**src/rtl/projection_scheduler.sv**
```systemverilog
// projection_scheduler: per-frame walker that fetches particle positions from
// BRAM and hands them one at a time to the sphere projector, with a watchdog
// that skips particles whose result never arrives.
module projection_scheduler #(
  parameter int unsigned NUM_PARTICLES  = 64,
  parameter int unsigned ADDR_WIDTH     = 6,
  parameter int unsigned BRAM_LATENCY   = 2,
  parameter int unsigned TIMEOUT_CYCLES = 1024
) (
  input  logic                  clk_in,
  input  logic                  rst_in,
  input  logic                  frame_start_in,
  output logic [ADDR_WIDTH-1:0] addr_out,
  output logic                  rd_en_out,
  input  logic [15:0]           rd_x_in,
  input  logic [15:0]           rd_y_in,
  input  logic [15:0]           rd_z_in,
  output logic [15:0]           proj_x_out,
  output logic [15:0]           proj_y_out,
  output logic [15:0]           proj_z_out,
  output logic                  proj_valid_out,
  input  logic                  proj_ready_in,
  input  logic                  proj_done_in,
  output logic                  busy_out,
  output logic                  frame_done_out,
  output logic [15:0]           results_count_out,
  output logic [15:0]           timeout_count_out,
  output logic                  overrun_out
);

  localparam int unsigned FCNT_W = $clog2(BRAM_LATENCY + 1);
  localparam int unsigned TCNT_W = (TIMEOUT_CYCLES > 1) ? $clog2(TIMEOUT_CYCLES) : 1;
  localparam logic [ADDR_WIDTH-1:0] LAST_IDX   = ADDR_WIDTH'(NUM_PARTICLES - 1);
  localparam logic [FCNT_W-1:0]     FETCH_LAST = FCNT_W'(BRAM_LATENCY);
  localparam logic [TCNT_W-1:0]     TO_LAST    = TCNT_W'(TIMEOUT_CYCLES - 1);
  localparam logic [15:0]           CNT_MAX    = 16'hFFFF;

  typedef enum logic [2:0] {
    S_IDLE,
    S_FETCH,
    S_ISSUE,
    S_WAIT,
    S_DONE
  } state_e;

  state_e                  state_q, state_d;
  logic [ADDR_WIDTH-1:0]   addr_q, addr_d;
  logic                    rd_en_q, rd_en_d;
  logic [15:0]             px_q, px_d, py_q, py_d, pz_q, pz_d;
  logic                    valid_q, valid_d;
  logic                    busy_q, busy_d;
  logic                    fdone_q, fdone_d;
  logic [15:0]             results_q, results_d;
  logic [15:0]             timeouts_q, timeouts_d;
  logic                    overrun_q, overrun_d;
  logic [FCNT_W-1:0]       fcnt_q, fcnt_d;
  logic [TCNT_W-1:0]       tcnt_q, tcnt_d;

  logic last_c;
  logic wait_exit_c;

  assign last_c      = (addr_q == LAST_IDX);
  assign wait_exit_c = proj_done_in || (tcnt_q == TO_LAST);

  // State and output registers; reset aborts any pass without a done pulse
  always_ff @(posedge clk_in) begin
    if (rst_in) begin
      state_q    <= S_IDLE;
      addr_q     <= '0;
      rd_en_q    <= 1'b0;
      px_q       <= '0;
      py_q       <= '0;
      pz_q       <= '0;
      valid_q    <= 1'b0;
      busy_q     <= 1'b0;
      fdone_q    <= 1'b0;
      results_q  <= '0;
      timeouts_q <= '0;
      overrun_q  <= 1'b0;
      fcnt_q     <= '0;
      tcnt_q     <= '0;
    end else begin
      state_q    <= state_d;
      addr_q     <= addr_d;
      rd_en_q    <= rd_en_d;
      px_q       <= px_d;
      py_q       <= py_d;
      pz_q       <= pz_d;
      valid_q    <= valid_d;
      busy_q     <= busy_d;
      fdone_q    <= fdone_d;
      results_q  <= results_d;
      timeouts_q <= timeouts_d;
      overrun_q  <= overrun_d;
      fcnt_q     <= fcnt_d;
      tcnt_q     <= tcnt_d;
    end
  end

  // Next-state selection
  always_comb begin
    state_d = state_q;
    unique case (state_q)
      S_IDLE:  if (frame_start_in) state_d = S_FETCH;
      S_FETCH: if (fcnt_q == FETCH_LAST) state_d = S_ISSUE;
      S_ISSUE: if (proj_ready_in) state_d = S_WAIT;
      S_WAIT:  if (wait_exit_c) state_d = last_c ? S_DONE : S_FETCH;
      S_DONE:  state_d = S_IDLE;
      default: state_d = S_IDLE;
    endcase
  end

  // Next values of outputs, counters and the particle index
  always_comb begin
    addr_d     = addr_q;
    rd_en_d    = 1'b0;
    px_d       = px_q;
    py_d       = py_q;
    pz_d       = pz_q;
    valid_d    = 1'b0;
    busy_d     = busy_q;
    fdone_d    = 1'b0;
    results_d  = results_q;
    timeouts_d = timeouts_q;
    overrun_d  = overrun_q | (frame_start_in && (state_q != S_IDLE));
    fcnt_d     = fcnt_q;
    tcnt_d     = tcnt_q;

    unique case (state_q)
      S_IDLE: begin
        if (frame_start_in) begin
          addr_d     = '0;
          rd_en_d    = 1'b1;
          busy_d     = 1'b1;
          results_d  = '0;
          timeouts_d = '0;
          overrun_d  = 1'b0;
          fcnt_d     = '0;
        end
      end
      S_FETCH: begin
        fcnt_d = fcnt_q + FCNT_W'(1);
        // BRAM data is valid exactly BRAM_LATENCY cycles after the read pulse
        if (fcnt_q == FETCH_LAST) begin
          px_d = rd_x_in;
          py_d = rd_y_in;
          pz_d = rd_z_in;
        end
      end
      S_ISSUE: begin
        if (proj_ready_in) begin
          valid_d = 1'b1;
          tcnt_d  = '0;
        end
      end
      S_WAIT: begin
        tcnt_d = tcnt_q + TCNT_W'(1);
        // A result arriving on the watchdog's last cycle counts as a result
        if (proj_done_in) begin
          if (results_q != CNT_MAX) results_d = results_q + 16'd1;
        end else if (tcnt_q == TO_LAST) begin
          if (timeouts_q != CNT_MAX) timeouts_d = timeouts_q + 16'd1;
        end
        if (wait_exit_c) begin
          if (last_c) begin
            busy_d  = 1'b0;
            fdone_d = 1'b1;
          end else begin
            addr_d  = addr_q + ADDR_WIDTH'(1);
            rd_en_d = 1'b1;
            fcnt_d  = '0;
          end
        end
      end
      S_DONE: begin
      end
      default: begin
      end
    endcase
  end

  assign addr_out          = addr_q;
  assign rd_en_out         = rd_en_q;
  assign proj_x_out        = px_q;
  assign proj_y_out        = py_q;
  assign proj_z_out        = pz_q;
  assign proj_valid_out    = valid_q;
  assign busy_out          = busy_q;
  assign frame_done_out    = fdone_q;
  assign results_count_out = results_q;
  assign timeout_count_out = timeouts_q;
  assign overrun_out       = overrun_q;

endmodule

```
**config.mk**
```make
export PLATFORM = sky130hd
export DESIGN_NAME = projection_scheduler
export DESIGN_NICKNAME = d
export VERILOG_FILES = /design/src/rtl/projection_scheduler.sv
export SDC_FILE = /design/constraint.sdc
export NUM_CORES = 1
export LEC_CHECK = 0
export ABC_AREA = 1
export CORE_MARGIN = 4
export CORE_UTILIZATION = 30
export CTS_CLUSTER_SIZE = 25
export DETAILED_ROUTE_END_ITERATION = 16
export PLACE_DENSITY = 0.62
export SETUP_SLACK_MARGIN = 0.15
export SLEW_MARGIN = 40
export SYNTH_ARGS = -nofsm -noshare
export SYNTH_HDL_FRONTEND = slang
export SYNTH_SLANG_ARGS = --single-unit
export TNS_END_PERCENT = 100
```
**constraint.sdc**
```tcl
create_clock -name clk_in -period 4.15 [get_ports clk_in]
set_input_delay 1.245 -clock clk_in [delete_from_list [all_inputs] [get_ports clk_in]]
set_output_delay 1.245 -clock clk_in [all_outputs]
set_load 0.005 [all_outputs]
```
## Word-level counts from Yosys, hierarchy flattened

Cells that the tools add are included.

| cells by class | value |
|---|---|
| $add $sub $neg | 5 |
| bitwise operators | 4 |
| reductions and logical operators | 17 |
| equality and inequality tests | 19 |
| muxes and demuxes | 36 |

Operators with widths:

| kind | count |
|---|---|
| $mux 16 | 6 |
| $pmux 16 s2 | 2 |
| $add 16x1->16 const B | 2 |
| $ne 16x16->1 const B | 2 |
| $ne 2x2->1 const B | 11 |
| $pmux 10 s2 | 1 |
| $reduce_and 4->1 | 5 |
| $mux 6 | 3 |
| $mux 3 | 5 |
| $pmux 3 s4 | 1 |
| $pmux 6 s2 | 1 |
| $add 10x1->10 const B | 1 |
| $eq 10x10->1 const B | 1 |
| $mux 1 | 10 |
| $mux 10 | 1 |
| $add 6x1->6 const B | 1 |
| $eq 3x2->1 const B | 2 |
| $eq 6x6->1 const B | 1 |
| $mux 2 | 3 |
| $pmux 2 s3 | 1 |
| $reduce_bool 3->1 | 2 |
| $reduce_and 5->1 | 1 |
| $pmux 1 s2 | 2 |
| $reduce_and 2->1 | 2 |
| other kinds (11) | 14 |

| storage, ports and cells | value |
|---|---|
| output and inout bits | 91 |
| word-level logic and storage cells | 95 |
| input bits | 53 |
| bits in registers | 106 |

## Longest topological paths before layout

| logic depth | value |
|---|---|
| word-level depth | 5 |
| mapped depth | 10 |
| depth with buffers taken out | 10 |

## Worst setup path after synthesis

OpenSTA, ideal clock, no wires.

| timing | value |
|---|---|
| path kind | input -> register |
| start point | input port frame_start_in |
| end point | register results_q[11] (netlist: results_count_out[11]) |
| path buffers | 1 |
| path slack | 2025 ps |
| arrival | 2010 ps |
| stages on the path | 8 |
| required time | 4035 ps |
| setup time | 115 ps |
| cells stage by stage | inv_1 -> nand3_1 -> nand2_2 -> inv_2 -> nand3_4 -> buf_8 -> o21bai_1 -> nor2_1 |

| on the way | value |
|---|---|
| word-level cells in the longest chain between the ends | 2 |

RTL lines:

| element | line | source |
|---|---|---|
| from (decl) | 12 | `input logic frame_start_in,` |
| $ne 2x2->1 (no source line) | n/a |  |
| $reduce_and 4->1 (no source line) | n/a |  |
| to (signal assigned) | 92 | `results_q <= results_d;` |
| to (decl) | 53 | `logic [15:0] results_q, results_d;` |

No other way between the ends.
A chain may end at the register's enable or synchronous reset.

## Final worst setup path

| timing | value |
|---|---|
| start point | input port frame_start_in |
| end point | register timeouts_q[9] (netlist: timeout_count_out[9]) |

| on the way | value |
|---|---|
| word-level cells in the longest chain between the ends | 2 |

RTL lines:

| element | line | source |
|---|---|---|
| $ne 2x2->1 (no source line) | n/a |  |
| $reduce_and 5->1 (no source line) | n/a |  |
| to (signal assigned) | 93 | `timeouts_q <= timeouts_d;` |
| to (decl) | 54 | `logic [15:0] timeouts_q, timeouts_d;` |

No other way between the ends.

==> impl_results.md <==
- Final hold vios: 0
- Final setup violation count: 0
- Worst Hold End: busy_out
- Bufs and invs on worst path: 2
- Clk slew on worst S/H paths: 80 ps
- Wire per inst: 12.9 microns
- Vias per cell: 4.62
- Seq cells post-synth: 106
- Final ANT Viol Nets: 0
- Ant. Diodes: 0
- Clock power frac: 30.6%
- FF+latch area: 2120 sq um
- Drt total wl: 14400 microns
- Worst r2r src: state_q[1]
- Post-DP HPWL: 9770 microns
- Die Y: 139 microns
- H-tree depth: 3
- CTS Buf Count: 9
- RSZ-0062 raised after global routing: no
- Area grow syn2layout: 36.6%
- Part of the power in registers: 40.0%
- Setup TNS: 0 ps
- Filler cells: 1714
- Syn avg cell area: 6.66 sq um
- CP max stage delay: 510 ps
- Antenna violations before repair: 0
- VDD IR-drop max: 0.000199 V
- Share of the synthesized area in the top cell type: 41.4%
- Net Sw Power: 1.02 mW
- First-pass GRT wire length: 24000 microns
- Min Hold Slack: 467 ps
- Initial DRT Pass Iterations: 5
- Clk_lat worst skew: 350 ps
- Yosys cell types: 36
- Tmin final: 2890 ps
- DRT iter0 DRCs: 251
- R2r worst-path depth: 7
- Clk sinks: 106
- Syn Inst Count: 770
- Global route total overflow: 0
- Core area: 16600 sq um
- Worst path slowest cell: clkdlybuf4s50_1
- Net count after synthesis: 828
- Clk root buf: clkbuf_16
- Hold crit path type: reg2reg
- Max-Cap Viols: 0
- Worst-margin pin slew: 663 ps
- Share of cells above drive strength 1: 4.44%
- Row count: 47
- Synth Flop Type: dfxtp_1
- Top cells by count, synth: nor2_1, nand2_1, dfxtp_1, inv_1, o21ai_0
- Int Power: 1.93 mW
- Cts hold-fix bufs: 0
- DRC: 0
- Area leader, netlist: dfxtp_1
- Flop2flop setup slack: 1610 ps
- CP Cell Sequence: clkdlybuf4s50_1 -> inv_1 -> nand3_1 -> nand2_2 -> nor2_4 -> nand3_2 -> o21bai_1 -> nor2_1
- GP Congestion: 0.840
- Crit share post-route: 69.7%
- Hold depth: 2
- Layout Nets: 954
- Slew Viols, Final: 0
- Max FO, Critical Path: 20
- Switch share: 34.6%
- Logic gate share of total power: 29.4%
- Synth top area cells: dfxtp_1, nor2_1, nand2_1
- Starting density of the core: 30.8%
- Sequential share of the synthesized area: 41.4%
- Worst clock skew: 6.60 ps
- Gr usage total: 14.7%
- Status: finished, final reports clean
- LEAKAGE: 2.80 nW
- Post-cts resize count: 0
- Highest clock rate: 346 MHz
- # IOs: 144
- Setup crit start kind: input pin
- R2R Path End: timeout_count_out[9]
- Slew headroom: 55.7%
- Hold path start: busy_out
- Synth Cell Area: 5130 sq um
- Vias in the first global route: 4932
- Crit path arrival time: 3130 ps
- Die X: 139 microns
- Via count: 5178
- Worst setup EP type: flip-flop
- Syn. warnings: 0
- IO Port Bufs: 143
- Total die area: 19200 sq um
- Most common cell in the synthesized netlist: nor2_1
- Area of the multi-input gates: 2560 sq um
- Critical path's top delay family: simple AND/OR/NAND/NOR gates
- Share of flip-flops with an asynchronous set or reset: 0%
- Total power density per cell area: 421 nW/um^2
- Number of flops mapped to enable cells by yosys: 0
- CTS tree: built
- Largest net degree at the start of global routing: 50
- Crit path kind: in2reg
- Setup Fix Bufs, Post-CTS: 0
- Clock buffer depth: 2
- CP required: 4390 ps
area by class of cell:
| type | count | share of cell area (%) |
|---|---|---|
| clock buffer | 9 | 3.22 |
| clock inverter | 7 | 1.16 |
| inverter | 70 | 3.75 |
| multi-input combinational | 561 | 36.5 |
| sequential | 106 | 30.3 |
| tap | 220 | 3.93 |
| timing repair buffer | 148 | 21.2 |
state kept, by name, summed over array words and instances, names as in the netlist, named ones only:
signal             cells
tcnt_q                10
results_count_out     16
proj_valid_out         1
rd_en_out              1
addr_out               6
timeout_count_out     16
proj_y_out            16
fcnt_q                 2
busy_out               1
frame_done_out         1
state_q                3
proj_z_out            16
proj_x_out            16
power groups by stage:
stage / clock [mW] / sequential, mW / combinational, mW
6_report: 0.902 / 1.18 / 0.866
5_1_grt: 0.972 / 1.19 / 0.985
4_1_cts: 0.937 / 1.18 / 0.877
3_5_place_dp: 0 / 1.20 / 0.872
3_3_place_gp: 0 / 1.20 / 0.868
2_1_floorplan: 0 / 1.19 / 0.606
logic make-up (layout without fill, tap and decap cells):
group,count (synthesis),after routing,synth area share [%]
simple gates,435,435,35.8
compound gates,118,118,12.4
flops,106,106,41.4
buf+inv,103,234,8.74
fa+ha+maj,5,5,1.22
xor+xnor,3,3,0.513
routing by layer:
| layer | part of all wire [%] | track usage [%] |
|---|---|---|
| met4 | 1.2 | 4.48 |
| met2 | 43 | 23.5 |
| met5 | 0 | 0 |
| met3 | 9.9 | 6.72 |
| met1 | 46 | 17.9 |
worst min-delay path, stage by stage (launching register included):
cell and delay [ps]:
dfxtp_1 320, nand2_1 60, a21oi_1 50
worst max path at each step:
stage / slack (ps) / depth (start not counted) / from / to
finish: 1260 / 8 / frame_start_in / timeout_count_out[9]
global route: 1100 / 8 / frame_start_in / timeout_count_out[10]
CTS: 1270 / 8 / frame_start_in / timeout_count_out[9]
detailed placement: 880 / 8 / frame_start_in / timeout_count_out[9]
global placement: 940 / 8 / frame_start_in / timeout_count_out[9]
floorplan: 2030 / 8 / frame_start_in / results_count_out[11]
layout by cell type, fill, tap and decap left out, drive strengths merged:
cell	synthesis	routed
xnor2	1	1
o21ai	63	63
or2	2	2
o31ai	1	1
a31oi	3	3
nand2	157	157
nand3	48	48
nor3b	2	2
bufinv	0	1
xor2	2	2
buf	15	5
nor2	200	200
dfxtp	106	106
a211oi	1	1
clkdlybuf4s50	0	143
nor3	4	4
clkinvlp	0	1
a22oi	1	1
nand4	22	22
clkinv	0	1
o22ai	1	1
ha	5	5
o21a	2	2
o21bai	7	7
clkbuf	18	9
inv	70	74
o211ai	1	1
a21oi	38	38
stage by stage:
stage	instances	worst slack, ps	utilization [%]	area, sq um	power [mW]
6_report	1121	1260	42.1	7000	2.95
5_1_grt	1121	1100	42.1	7000	3.15
4_1_cts	1121	1270	42.1	7000	2.99
3_5_place_dp	1105	880	40.2	6700	2.07
3_3_place_gp	1105	936	40.2	6700	2.07
2_1_floorplan	770	2030	-	5130	1.80
Power figures use the tool's default switching activity.
